<file path="src/rtl/dram_read_arbiter_pkg.sv">
// dram_pkg: shared constants, FSM state and job record for dram_read_arbiter
package dram_pkg;
  localparam int BURST_BYTES = 128;
  localparam int BEAT_BYTES = 8;
  localparam int BEATS_PER_BURST = BURST_BYTES / BEAT_BYTES;
  localparam int BEAT_SHIFT = 3;
  localparam int JOB_W = 32;
  typedef enum logic [1:0] {IDLE, CFG, STREAM} state_e;
  typedef struct packed {
    logic [JOB_W-1:0] addr;
    logic [JOB_W-1:0] nbytes;
  } job_t;
endpackage

</file>
<file path="src/rtl/dram_read_arbiter_rr_arb2.sv">
// rr_arb2: two-way round-robin picker; requester 0 wins first after reset
//   req_i: requests, en_i: decision allowed, gnt_o: one-hot grant, upd_o: a grant was made
module rr_arb2 (
  input  logic       ACLK,
  input  logic       rst_n,
  input  logic [1:0] req_i,
  input  logic       en_i,
  output logic [1:0] gnt_o,
  output logic       upd_o
);
  logic last_q;
  always_comb gnt_o = !en_i ? 2'b00 : &req_i ? (last_q ? 2'b01 : 2'b10) : req_i;
  assign upd_o = |gnt_o;
  always_ff @(posedge ACLK or negedge rst_n)
    if (!rst_n) last_q <= 1'b1;
    else if (upd_o) last_q <= gnt_o[1];
endmodule

</file>
<file path="src/rtl/dram_read_arbiter.sv">
// dram_read_arbiter: shares one DRAM reader (config port + read stream) between two requesters
//   req*_*: job request (addr, nbytes) with ready pulse on grant; done*: job-complete pulse
//   out*_*: per-requester stream; CONFIG_*: reader config port; rd_dout*: reader stream
module dram_read_arbiter
  import dram_pkg::*;
#(
  parameter int ADDR_W = 32,
  parameter int DATA_W = 64,
  parameter int BURST_SHIFT = 7
) (
  input  logic              ACLK,
  input  logic              rst_n,
  input  logic              req0_valid,
  input  logic              req1_valid,
  output logic              req0_ready,
  output logic              req1_ready,
  input  logic [ADDR_W-1:0] req0_addr,
  input  logic [ADDR_W-1:0] req1_addr,
  input  logic [ADDR_W-1:0] req0_nbytes,
  input  logic [ADDR_W-1:0] req1_nbytes,
  output logic              done0,
  output logic              done1,
  output logic              out0_valid,
  output logic              out1_valid,
  input  logic              out0_ready,
  input  logic              out1_ready,
  output logic [DATA_W-1:0] out0_data,
  output logic [DATA_W-1:0] out1_data,
  output logic              CONFIG_VALID,
  input  logic              CONFIG_READY,
  output logic [ADDR_W-1:0] CONFIG_START_ADDR,
  output logic [ADDR_W-1:0] CONFIG_NBYTES,
  input  logic              rd_dout_valid,
  output logic              rd_dout_ready,
  input  logic [DATA_W-1:0] rd_dout
);
  localparam int CNT_W = ADDR_W - BEAT_SHIFT;
  localparam logic [ADDR_W-1:0] LOW_MASK = ADDR_W'((1 << BURST_SHIFT) - 1);
  state_e state_q;
  logic grant_q, cfg_valid_q, en, upd, sel, streaming, fire;
  logic [1:0] gnt, done_q;
  logic [CNT_W-1:0] beat_cnt_q;
  logic [ADDR_W-1:0] req_addr, req_nb;
  job_t job_q;
  // rst_n gates the decision so no ready leaks out while reset is held
  assign en = rst_n && state_q == IDLE && CONFIG_READY;
  rr_arb2 u_arb (
    .ACLK  (ACLK),
    .rst_n (rst_n),
    .req_i ({req1_valid, req0_valid}),
    .en_i  (en),
    .gnt_o (gnt),
    .upd_o (upd)
  );
  assign sel = gnt[1];
  assign req_addr = sel ? req1_addr : req0_addr;
  // whole bursts only: the reader cannot do partial bursts
  assign req_nb = (sel ? req1_nbytes : req0_nbytes) & ~LOW_MASK;
  assign req0_ready = gnt[0];
  assign req1_ready = gnt[1];
  assign streaming = state_q == STREAM;
  assign out0_valid = streaming && !grant_q && rd_dout_valid;
  assign out1_valid = streaming && grant_q && rd_dout_valid;
  assign rd_dout_ready = streaming && (grant_q ? out1_ready : out0_ready);
  assign fire = rd_dout_valid && rd_dout_ready;
  assign out0_data = rd_dout;
  assign out1_data = rd_dout;
  assign CONFIG_VALID = cfg_valid_q;
  assign CONFIG_START_ADDR = job_q.addr;
  assign CONFIG_NBYTES = job_q.nbytes;
  assign done0 = done_q[0];
  assign done1 = done_q[1];
  always_ff @(posedge ACLK or negedge rst_n)
    if (!rst_n) begin
      state_q <= IDLE;
      grant_q <= 1'b0;
      beat_cnt_q <= '0;
      job_q <= '0;
      cfg_valid_q <= 1'b0;
      done_q <= 2'b00;
    end else begin
      cfg_valid_q <= 1'b0;
      done_q <= 2'b00;
      case (state_q)
        IDLE: if (upd) begin
          grant_q <= sel;
          job_q <= '{addr: req_addr, nbytes: req_nb};
          beat_cnt_q <= req_nb[ADDR_W-1:BEAT_SHIFT];
          // sub-burst jobs never reach the reader: its burst counter would wrap
          if (req_nb == '0) done_q <= gnt;
          else begin
            cfg_valid_q <= 1'b1;
            state_q <= CFG;
          end
        end
        CFG: state_q <= STREAM;
        STREAM: if (fire) begin
          beat_cnt_q <= beat_cnt_q - CNT_W'(1);
          if (beat_cnt_q == CNT_W'(1)) begin
            done_q[grant_q] <= 1'b1;
            state_q <= IDLE;
          end
        end
        default: state_q <= IDLE;
      endcase
    end
endmodule

</file>
<file path="config.mk">
export PLATFORM = sky130hd
export DESIGN_NAME = dram_read_arbiter
export DESIGN_NICKNAME = d
export VERILOG_FILES = /design/src/rtl/dram_read_arbiter_pkg.sv /design/src/rtl/dram_read_arbiter_rr_arb2.sv /design/src/rtl/dram_read_arbiter.sv
export SDC_FILE = /design/constraint.sdc
export NUM_CORES = 1
export LEC_CHECK = 0
export BUFFER_PORTS_ARGS = -buffer_cell sky130_fd_sc_hd__buf_2
export CORE_AREA = 4 4 154 156
export CTS_CLUSTER_SIZE = 28
export DETAILED_ROUTE_END_ITERATION = 8
export DIE_AREA = 0 0 158 160
export PLACE_DENSITY = 0.61
export SYNTH_ARGS = -nofsm -noshare
export SYNTH_HDL_FRONTEND = slang
export SYNTH_SLANG_ARGS = --single-unit
</file>
<file path="constraint.sdc">
create_clock -name ACLK -period 3.6 [get_ports ACLK]
set_clock_uncertainty 0.05 [all_clocks]
set_input_delay 0 -clock ACLK [delete_from_list [all_inputs] [get_ports ACLK]]
set_output_delay 0 -clock ACLK [all_outputs]
set_load 0.01 [all_outputs]
</file>
==> reports/qor.csv, run 1 <==
metric,value,unit
run_status,"finished, final reports clean",
cts_buffers,9,
synth_edf_count,0,
number_of_antenna_violations_at_the_first_check_in_global_routing,0,
start_kind,input port,
detailroute.via_count,5950,
area_growth_syn_to_layout,34.7,%
first_pass_grt_wire_length,32.6,mm
sw_frac_of_total,0.402,
synth_seq_area_share,0.390,
placement_rows,55,
grt_pass1_vias,5886,
worst_skew_pair_latency,0.34,ns
clock_tree.htree_level_count,3,
drt_iter0_drc,378,
yosys_warnings,0,
grt_start_max_net_pins,66,
final_net_count,1106,
timing.hold.worst.class,in -> reg,
min_from,req0_nbytes[7],
cts.repair_timing.setup_buffer_count,0,
worstSetupEndpointType,output port,
layoutNonFillerInstCount,1192,
port_buffers,186,
slew_viol_final,0,
regToRegStartpoint,state_q[0]$_DFFE_PN0P_,
asyncSetResetFlopFracSynth,1.00,
dieHeight,160,microns
count_of_cells_along_the_worst_hold_path,3,
antenna-diode-count,0,
clock_power_share,0.186,
avgViaCountPerCell,4.99,
crit_path_category,in -> out,
syn_avg_cell_area,8.45,sq um
dpl.cell_count,1027,
wl,22.5,mm
synthesis_stage_register_bit_count,93,
clock-root-buffer,sky130_fd_sc_hd__clkbuf_16,
worst-r2r-cell-count,6,
post_cts.resized_instances,0,
dominantRegCellSynth,sky130_fd_sc_hd__dfrtp_1,
post_drt_wl_per_cell,18.9,microns
synthDistinctLibCells,59,
highest_achievable_clock_rate,0.303,GHz
arrival,3.25,ns
grt_setup_unrepaired,false,
critical_path.max_fanout,44,
die-width,158,microns
numClockSinks,93,
power.static_leakage,3.74,nW
routabilityCongestion,0.910,
grt_overflow_total,0,
final_sum_of_negative_setup_slack,0,ns
floorplan.io_pins,400,
die-area,25300,sq um
cp_data_required_time,3.55,ns
cts_tree,done,
starting_density,0.267,
synth_most_common_cell,sky130_fd_sc_hd__buf_4,
synth.top_cell.area_share,0.386,
clk_pin_slew,0.06,ns
detailedPlacementHpwl,16.0,mm
p_sw,2.07,mW
route.antenna.remaining_nets,0,
powerDensity,640,nW/um^2
cellInternalPower,3.07,mW
gr-usage-all-layers,0.165,
seq_power_share,0.386,
synthDominantAreaCellType,sky130_fd_sc_hd__dfrtp_1,
synth.cells.most_frequent,"sky130_fd_sc_hd__buf_4, sky130_fd_sc_hd__nand2_1, sky130_fd_sc_hd__dfrtp_1, sky130_fd_sc_hd__nor2_1, sky130_fd_sc_hd__a31oi_1",
timing.max_slew.rel_slack,0.264,
core_area,22400,sq um
period_share,0.917,
comb_power_share,0.428,
syn-cell-area,5960,sq um
fin_crit,3.30,ns
r2r_setup_slack,0.64,ns
drive_above_1_share,0.252,
min_to,CONFIG_NBYTES[7]$_DFFE_PN0P_,
synth.area.top_cells,"sky130_fd_sc_hd__dfrtp_1, sky130_fd_sc_hd__buf_4, sky130_fd_sc_hd__nand2_1, sky130_fd_sc_hd__nor2_1, sky130_fd_sc_hd__a31oi_1",
timing_worst_slew_pin_value,1.10,ns
timing.max_cap.violations,0,
clock_tree.buffer_depth,2,
irDropWorstVdd,255,uV
netlist_instances,706,
detailed_routing_iteration_count_for_the_pre_antenna_repair_pass,5,
timing.final.setup_violations,0,
worst_r2r_endpoint,grant_q$_DFFE_PN0P_,
totalPowerFinal,5.14,mW
timing.final.hold_violations,0,
drt_drc_violations_left,0,
metrics by stage:
step / util / cell area [sq um] / hold slack, ns / setup slack [ns]
CTS: 0.359 / 8040 / 0.00204 / 0.226
floorplan: - / 5990 / -0.346 / 1.39
finish: 0.359 / 8040 / 0.00439 / 0.298
global placement: 0.279 / 6230 / -0.0926 / 0.643
detailed placement: 0.279 / 6230 / -0.0869 / 0.591
global route: 0.359 / 8040 / 0.0142 / 0.0586
routing by layer:
layer / track usage / up-vias / part of all wire
met2: 0.289 / 323 / 0.50
met5: 0 / - / 0
li1: - / 2733 / -
met1: 0.182 / 2834 / 0.36
met3: 0.0369 / 60 / 0.072
met4: 0.0965 / 0 / 0.062
final cells by class:
type / instances / area, sq um
Multi-Input combinational cell: 445 / 2500
Fill cell: 2257 / 14300
Sequential cell: 93 / 2330
Clock inverter: 4 / 50.0
Timing Repair Buffer: 349 / 2530
Tap cell: 285 / 357
Inverter: 6 / 22.5
Clock buffer: 10 / 239
registers in the layout, indices dropped and copies added, names as in the netlist:
register           flops
done_q                 2
CONFIG_START_ADDR     32
CONFIG_VALID           1
beat_cnt_q            29
grant_q                1
u_arb.last_q           1
CONFIG_NBYTES         25
state_q                2
power by group through the flow:
stage               combinational, mW  clock [mW]  sequential, mW
floorplan                        1.14           0            2.06
finish                           2.20       0.957            1.98
global placement                 1.91           0            1.98
global route                     2.41        1.02            2.05
detailed placement               1.93           0            2.00
CTS                              2.20       0.998            1.98
kinds of logic after synthesis:
group | synth area share
muxes | 0.0292
DFF | 0.390
xor gates and xnor gates | 0.00294
buffers and inverters | 0.195
other | 0.000629
AOI/OAI and AO/OA | 0.148
and+or+nand+nor | 0.229
adders and majority gates | 0.00420
worst max path at each step:
stage,start,to
CTS,rst_n,req0_ready
global placement,rst_n,done_q[0]$_DFF_PN0_
detailed placement,state_q[0]$_DFFE_PN0P_,done_q[0]$_DFF_PN0_
global route,rst_n,req0_ready
floorplan,beat_cnt_q[12]$_DFFE_PN0P_,beat_cnt_q[25]$_DFFE_PN0P_
finish,rst_n,req0_ready
layout by cell type (no fill, tap or decap), types with 3 or more instances in the layout:
cell type,instances
sky130_fd_sc_hd__mux2i_1,14
sky130_fd_sc_hd__nand2_1,125
sky130_fd_sc_hd__o22a_1,3
sky130_fd_sc_hd__clkbuf_16,9
sky130_fd_sc_hd__conb_1,7
sky130_fd_sc_hd__nor3_1,15
sky130_fd_sc_hd__a31oi_1,34
sky130_fd_sc_hd__nand2b_1,3
sky130_fd_sc_hd__nor4b_1,3
sky130_fd_sc_hd__dlygate4sd3_1,151
sky130_fd_sc_hd__o21ai_0,24
sky130_fd_sc_hd__inv_1,5
sky130_fd_sc_hd__nand3_1,9
sky130_fd_sc_hd__o31ai_1,3
sky130_fd_sc_hd__a221o_1,3
sky130_fd_sc_hd__nand4_1,7
sky130_fd_sc_hd__a21o_1,6
sky130_fd_sc_hd__and3_1,8
sky130_fd_sc_hd__or3_1,3
sky130_fd_sc_hd__dfrtp_1,92
sky130_fd_sc_hd__buf_4,13
sky130_fd_sc_hd__a311oi_1,5
sky130_fd_sc_hd__mux2_2,3
sky130_fd_sc_hd__nor2_1,61
sky130_fd_sc_hd__nand3b_1,3
sky130_fd_sc_hd__a21oi_1,24
sky130_fd_sc_hd__or4_1,6
sky130_fd_sc_hd__o22ai_1,10
sky130_fd_sc_hd__nor4_1,17
sky130_fd_sc_hd__a32oi_1,3
sky130_fd_sc_hd__buf_2,185
critical path, stage by stage:
cell	delay, ns
sky130_fd_sc_hd__dlygate4sd3_1	0.54
sky130_fd_sc_hd__buf_4	0.26
sky130_fd_sc_hd__nor4bb_1	0.20
sky130_fd_sc_hd__buf_4	0.18
sky130_fd_sc_hd__nand3_2	0.08
sky130_fd_sc_hd__buf_4	0.47
sky130_fd_sc_hd__clkinv_1	1.03
sky130_fd_sc_hd__buf_2	0.46
timing repair:
action	in CTS	in global routing
endpoints found under the setup margin	0	0
endpoints found under the hold margin	200	0
hold buffers	151	0
Note: power is estimated with default switching activity, not from simulation.
==> inputs of run 2 (changes only) <==
==> constraint.sdc (replaced) <==
create_clock -name ACLK -period 3.6 [get_ports ACLK]
set_clock_uncertainty 0.05 [all_clocks]
set_input_delay 0.18 -clock ACLK [delete_from_list [all_inputs] [get_ports ACLK]]
set_output_delay 0.18 -clock ACLK [all_outputs]
set_load 0.01 [all_outputs]
==> run 2 against run 1 <==
Against the previous run: sequential power about the same; sequential share of layout area is 6.5 points higher; combinational power down 13%; flip-flop and latch count did not move; global-route usage fell by 1.0 points; fmax is 17% higher; clock-buffer cell count is the same; first-iteration DRC count up 13%; power decreased by 4.1%; cell count shrank 13%; via count down 13%; utilization shrank 6.6 points.
==> reports/qor.csv, run 2 (same netlist as run 1, synthesis figures left out) <==
metric,value,unit
dieHeight,160,microns
routabilityCongestion,0.901,
final-seq-area,2330,sq um
cts_buffers,9,
route.antenna.remaining_nets,0,
clock_tree.htree_level_count,3,
core_area,22400,sq um
power.static_leakage,3.12,nW
worst-r2r-cell-count,5,
min_to,CONFIG_NBYTES[14]$_DFFE_PN0P_,
worstPathBufferInverterCount,5,
detailroute.via_count,5179,
timing.max_slew.rel_slack,0.304,
grt.met2_usage,0.253,
timing_worst_slew_pin_value,1.04,ns
wl,20.3,mm
clk_pin_slew,0.07,ns
grt_pass1_vias,5086,
cp_num_cells,7,
clock-root-buffer,sky130_fd_sc_hd__clkbuf_16,
count_of_cells_along_the_worst_hold_path,3,
powerDensity,751,nW/um^2
detailed_routing_iteration_count_for_the_pre_antenna_repair_pass,6,
critical_path.max_fanout,35,
antenna-diode-count,0,
layoutNonFillerInstCount,1043,
fillers,2403,
crit_chain,"dlygate4sd3_1, buf_4, nor4bb_1, buf_4, nand3_2, clkinv_1, buf_2",
final_sum_of_negative_setup_slack,0,ns
r2r_setup_slack,1.11,ns
slew_viol_final,0,
most-common-layout-cells,"sky130_fd_sc_hd__buf_2, sky130_fd_sc_hd__nand2_1, sky130_fd_sc_hd__dfrtp_1",
drive_above_1_share,0.302,
final_net_count,955,
drt_drc_violations_left,0,
globalRoute.busiestLayer,met2,
timing.hold.worst.class,in -> reg,
first_pass_grt_wire_length,30.1,mm
cpMaxStageDelayCell,sky130_fd_sc_hd__clkinv_1,
grt_overflow_total,0,
grt_met3_usage,0.0501,
slowest_delay,0.79,ns
worst_skew_pair_latency,0.35,ns
placement_rows,55,
largest_reg_flops,32,
avgViaCountPerCell,4.97,
post_cts.resized_instances,0,
detailedPlacementHpwl,15.7,mm
starting_density,0.267,
worst_path_dominant_cell_family,buffers and inverters,
crit_path_category,in -> out,
dpl.cell_count,1026,
worstSetupEndpointType,output port,
multi_input_comb_area,2500,sq um
run_status,"finished, final reports clean",
grt_setup_unrepaired,false,
cts_tree,done,
layout.cells.most_common,sky130_fd_sc_hd__buf_2,
cp_data_required_time,3.37,ns
totalPowerFinal,4.93,mW
drt_iter0_drc,428,
min_from,req1_nbytes[14],
numClockSinks,93,
start_kind,input port,
port_buffers,186,
highest_achievable_clock_rate,0.355,GHz
timing.final.hold_violations,0,
worst_r2r_endpoint,beat_cnt_q[25]$_DFFE_PN0P_,
arrival,2.59,ns
grt_start_max_net_pins,87,
cpMostUsedCell,sky130_fd_sc_hd__buf_4,
fin_crit,2.82,ns
irDropWorstVdd,238,uV
period_share,0.783,
die-width,158,microns
regToRegStartpoint,beat_cnt_q[12]$_DFFE_PN0P_,
number_of_antenna_violations_at_the_first_check_in_global_routing,0,
groute.layer.met1.usage,0.171,
floorplan.io_pins,400,
die-area,25300,sq um
gr-usage-all-layers,0.155,
timing.max_cap.violations,0,
timing.final.setup_violations,0,
area_growth_syn_to_layout,10.1,%
clock_tree.buffer_depth,2,
post_drt_wl_per_cell,19.5,microns
==> run 2: changes by cell type in the layout (fill, tap and decap cells not counted), sizes merged <==
| cell | before | now |
|---|---|---|
| buf | 198 | 197 |
| clkinvlp | 2 | 3 |
| bufinv | 1 | 2 |
| dlygate4sd3 | 151 | 1 |
==> run 2: layer usage <==
layer  up-vias  wire length, microns
met5         -                     0
met4         0                  1270
met2       231                  9800
met3        67                  1760
met1      2454                  7520
li1       2427                     -
==> run 2: layout make-up <==
type / count / area share
clock buffers: 10 / 0.0349
clock inverters: 6 / 0.0133
inverters: 6 / 0.00343
multi-input cells: 445 / 0.381
flip-flops and latches: 93 / 0.355
well taps: 285 / 0.0543
repair buffers: 198 / 0.158
==> run 2: where the power goes <==
group / switching (mW) / leakage [nW] / internal, mW
registers: 0.434 / 1.11 / 1.54
logic: 1.10 / 1.86 / 0.810
clock network: 0.434 / 0.145 / 0.608
==> run 2: what timing repair did <==
| action | CTS | global route |
|---|---|---|
| setup buffers | 0 | 0 |
| hold buffers | 1 | 0 |
| hold endpoints to repair | 35 | 0 |
==> run 2: worst max-delay path by stage <==
stage,from,to,slack (ns)
2_1_floorplan,beat_cnt_q[12]$_DFFE_PN0P_,beat_cnt_q[25]$_DFFE_PN0P_,1.39
3_3_place_gp,beat_cnt_q[12]$_DFFE_PN0P_,beat_cnt_q[25]$_DFFE_PN0P_,1.17
3_5_place_dp,beat_cnt_q[12]$_DFFE_PN0P_,beat_cnt_q[25]$_DFFE_PN0P_,1.15
4_1_cts,rst_n,req0_ready,0.70
5_1_grt,rst_n,req0_ready,0.60
6_report,rst_n,req0_ready,0.78
==> run 2: stage by stage <==
stage | hold slack [ns] | utilization | cell area [sq um] | worst slack (ns)
after floorplan | -0.166 | - | 5990 | 1.39
after global placement | -0.0238 | 0.279 | 6240 | 1.17
after detailed placement | -0.0196 | 0.279 | 6240 | 1.15
after CTS | 0.00524 | 0.294 | 6570 | 0.702
after global routing | 0.0165 | 0.294 | 6570 | 0.597
final | 0.0157 | 0.294 | 6570 | 0.780
==> run 2: tightest hold or removal path, stage by stage <==
cell,delay (ns)
sky130_fd_sc_hd__buf_2,0.10
sky130_fd_sc_hd__nand2_1,0.04
sky130_fd_sc_hd__o21ai_0,0.06
==> inputs of run 3 (changes only) <==
Settings changed: CORE_AREA 4 4 154 156 to 4 4 153 155, DIE_AREA 0 0 158 160 to 0 0 157 159, PLACE_DENSITY 0.61 to 0.64.
Clock period 3.6 ns to 2.55 ns, I/O delays scaled along.
==> run 3 against run 2 <==
Against the previous run: cell count up 5.8%; critical path depth up 3; highest routed layer is now met5; first-iteration DRC count down 14%; sequential power grew 41%; clock power up 38%; utilization is 3.4 points higher; combinational power up 55%; non-clock buffer count is 63 higher; design area is 9.0% higher; worst hold slack worse by 0.0097 ns; worst setup slack got worse by 0.61 ns; largest cell class unchanged; clock-buffer cell count up 1.
==> reports/qor.csv, run 3 (same netlist as run 1, synthesis figures left out) <==
metric,value,unit
crit_path_start,rst_n,
fin_crit,2.38,ns
timing.final.hold_violations,0,
arrival,2.55,ns
gr-usage-all-layers,0.165,
layout.cells.most_common,sky130_fd_sc_hd__buf_2,
globalRoute.busiestLayer,met2,
grt_met3_usage,0.0508,
drt_iter0_drc,369,
highest_achievable_clock_rate,0.421,GHz
detailed_place.area,6360,sq um
worstPathBufferInverterCount,6,
cpMaxStageDelayCell,sky130_fd_sc_hd__dlygate4sd3_1,
min_from,req0_addr[11],
run_status,"finished, final reports clean",
slowest_delay,0.57,ns
route.antenna.remaining_nets,0,
dpl.cell_count,1038,
groute.layer.met1.usage,0.196,
critical_path.max_fanout,28,
final_util,0.328,
detailroute.via_count,5466,
crit_path_category,in -> reg,
timing.hold.ws,0.00598,ns
period_share,0.932,
grt_setup_unrepaired,false,
die-width,157,microns
worstSetupEndpointType,flop,
clock_tree.buffer_depth,2,
irDropWorstVdd,360,uV
die-area,25000,sq um
worst_skew_pair_latency,0.35,ns
cts_buffers,9,
cpMostUsedCell,sky130_fd_sc_hd__buf_4,
numClockSinks,93,
crit_chain,"dlygate4sd3_1, buf_4, nor4bb_2, buf_4, nand2_4, buf_4, buf_6, nor2_1, a31oi_1, dlygate4sd3_1",
detailedPlacementHpwl,16.3,mm
power.static_leakage,3.41,nW
timing.max_slew.rel_slack,0.351,
cp_data_required_time,2.72,ns
powerDensity,1000,nW/um^2
fillers,2283,
dieHeight,159,microns
timing.hold.worst.class,in -> reg,
timing_worst_slew_pin_value,0.973,ns
post_drt_wl_per_cell,19.3,microns
timing.final.setup_violations,0,
most-common-layout-cells,"sky130_fd_sc_hd__buf_2, sky130_fd_sc_hd__nand2_1, sky130_fd_sc_hd__dfrtp_1",
grt_pass1_vias,5475,
regToRegStartpoint,state_q[1]$_DFFE_PN0P_,
clock_tree.htree_level_count,3,
slew_viol_final,0,
starting_density,0.273,
wl,21.3,mm
clock-root-buffer,sky130_fd_sc_hd__clkbuf_16,
final_sum_of_negative_setup_slack,0,ns
core_area,21800,sq um
first_pass_grt_wire_length,32.0,mm
layoutNonFillerInstCount,1103,
routabilityCongestion,0.911,
detailed_routing_iteration_count_for_the_pre_antenna_repair_pass,4,
area_growth_syn_to_layout,20.0,%
clk_pin_slew,0.07,ns
placement_rows,54,
drive_above_1_share,0.299,
final_net_count,1018,
number_of_antenna_violations_at_the_first_check_in_global_routing,4,
timing.max_cap.violations,0,
avgViaCountPerCell,4.96,
port_buffers,186,
grt.met2_usage,0.258,
drt_drc_violations_left,0,
final_cell_area,7160,sq um
grt_start_max_net_pins,75,
floorplan.io_pins,400,
cts_tree,done,
start_kind,input port,
largest_reg_flops,32,
grt_overflow_total,0,
worst_path_dominant_cell_family,buffers and inverters,
==> run 3: cell types whose count changed in the layout (fill, tap and decap cells not counted), moves of 3 or more <==
cell	change
sky130_fd_sc_hd__clkinvlp_4	-3
sky130_fd_sc_hd__buf_4	+17
sky130_fd_sc_hd__dlygate4sd3_1	+45
sky130_fd_sc_hd__diode_2	+3
==> run 3: final timing paths <==
path / to / slack (ns) / cells past startpoint
worst max-delay path: CONFIG_START_ADDR[13]$_DFFE_PN0P_ / 0.17 / 10
worst min-delay path: CONFIG_START_ADDR[11]$_DFFE_PN0P_ / 0.006 / 3
worst max register to register: CONFIG_START_ADDR[13]$_DFFE_PN0P_ / 0.18 / 8
worst min register to register: CONFIG_NBYTES[7]$_DFFE_PN0P_ / 0.43 / 2
max in group asynchronous: beat_cnt_q[26]$_DFFE_PN0P_ / 1.23 / 3
min in group asynchronous: CONFIG_START_ADDR[10]$_DFFE_PN0P_ / 0.31 / 3
==> run 3: layer usage <==
| layer | part of all wire | up-vias | wire (microns) |
|---|---|---|---|
| met1 | 0.40 | 2577 | 8460 |
| met3 | 0.081 | 77 | 1730 |
| met2 | 0.46 | 254 | 9840 |
| li1 | - | 2554 | - |
| met4 | 0.059 | 4 | 1260 |
| met5 | 0.0011 | - | 24 |
==> run 3: worst register-to-register path: stages (launching register included) <==
cell                            delay [ns]
sky130_fd_sc_hd__dfrtp_1              0.44
sky130_fd_sc_hd__nor4bb_2             0.32
sky130_fd_sc_hd__buf_4                0.21
sky130_fd_sc_hd__nand2_4              0.06
sky130_fd_sc_hd__buf_4                0.23
sky130_fd_sc_hd__buf_6                0.21
sky130_fd_sc_hd__nor2_1               0.11
sky130_fd_sc_hd__a31oi_1              0.05
sky130_fd_sc_hd__dlygate4sd3_1        0.57
==> run 3: final cells by class <==
class | instances | area, sq um | share of cell area
sequential | 93 | 2330 | 0.325
tap | 280 | 350 | 0.0490
clock buffer | 11 | 233 | 0.0325
antenna | 3 | 7.51 | 0.00105
clock inverter | 4 | 73.8 | 0.0103
timing repair buffer | 261 | 1630 | 0.227
inverter | 6 | 22.5 | 0.00315
multi-input combinational | 445 | 2510 | 0.351
==> run 3: report_power, final <==
part	switching (mW)	leakage [nW]	total, mW	internal, mW
clock	0.581	0.150	1.44	0.856
sequential	0.592	1.11	2.77	2.17
combinational	1.61	2.15	2.96	1.36
total	2.78	3.41	7.16	4.39
==> run 3: stage by stage <==
stage | power, mW | setup WS [ns]
finish | 7.16 | 0.173
global route | 7.67 | 0.0631
CTS | 7.19 | 0.0765
detailed placement | 5.52 | 0.281
global placement | 5.46 | 0.284
floorplan | 4.52 | 0.338
==> run 3: timing repair <==
item | CTS | global route
endpoints found under the setup margin | 0 | 5
hold buffers | 46 | 0
endpoints found under the hold margin | 51 | 0
buffers inserted | 0 | 1
gates resized for setup | 0 | 2
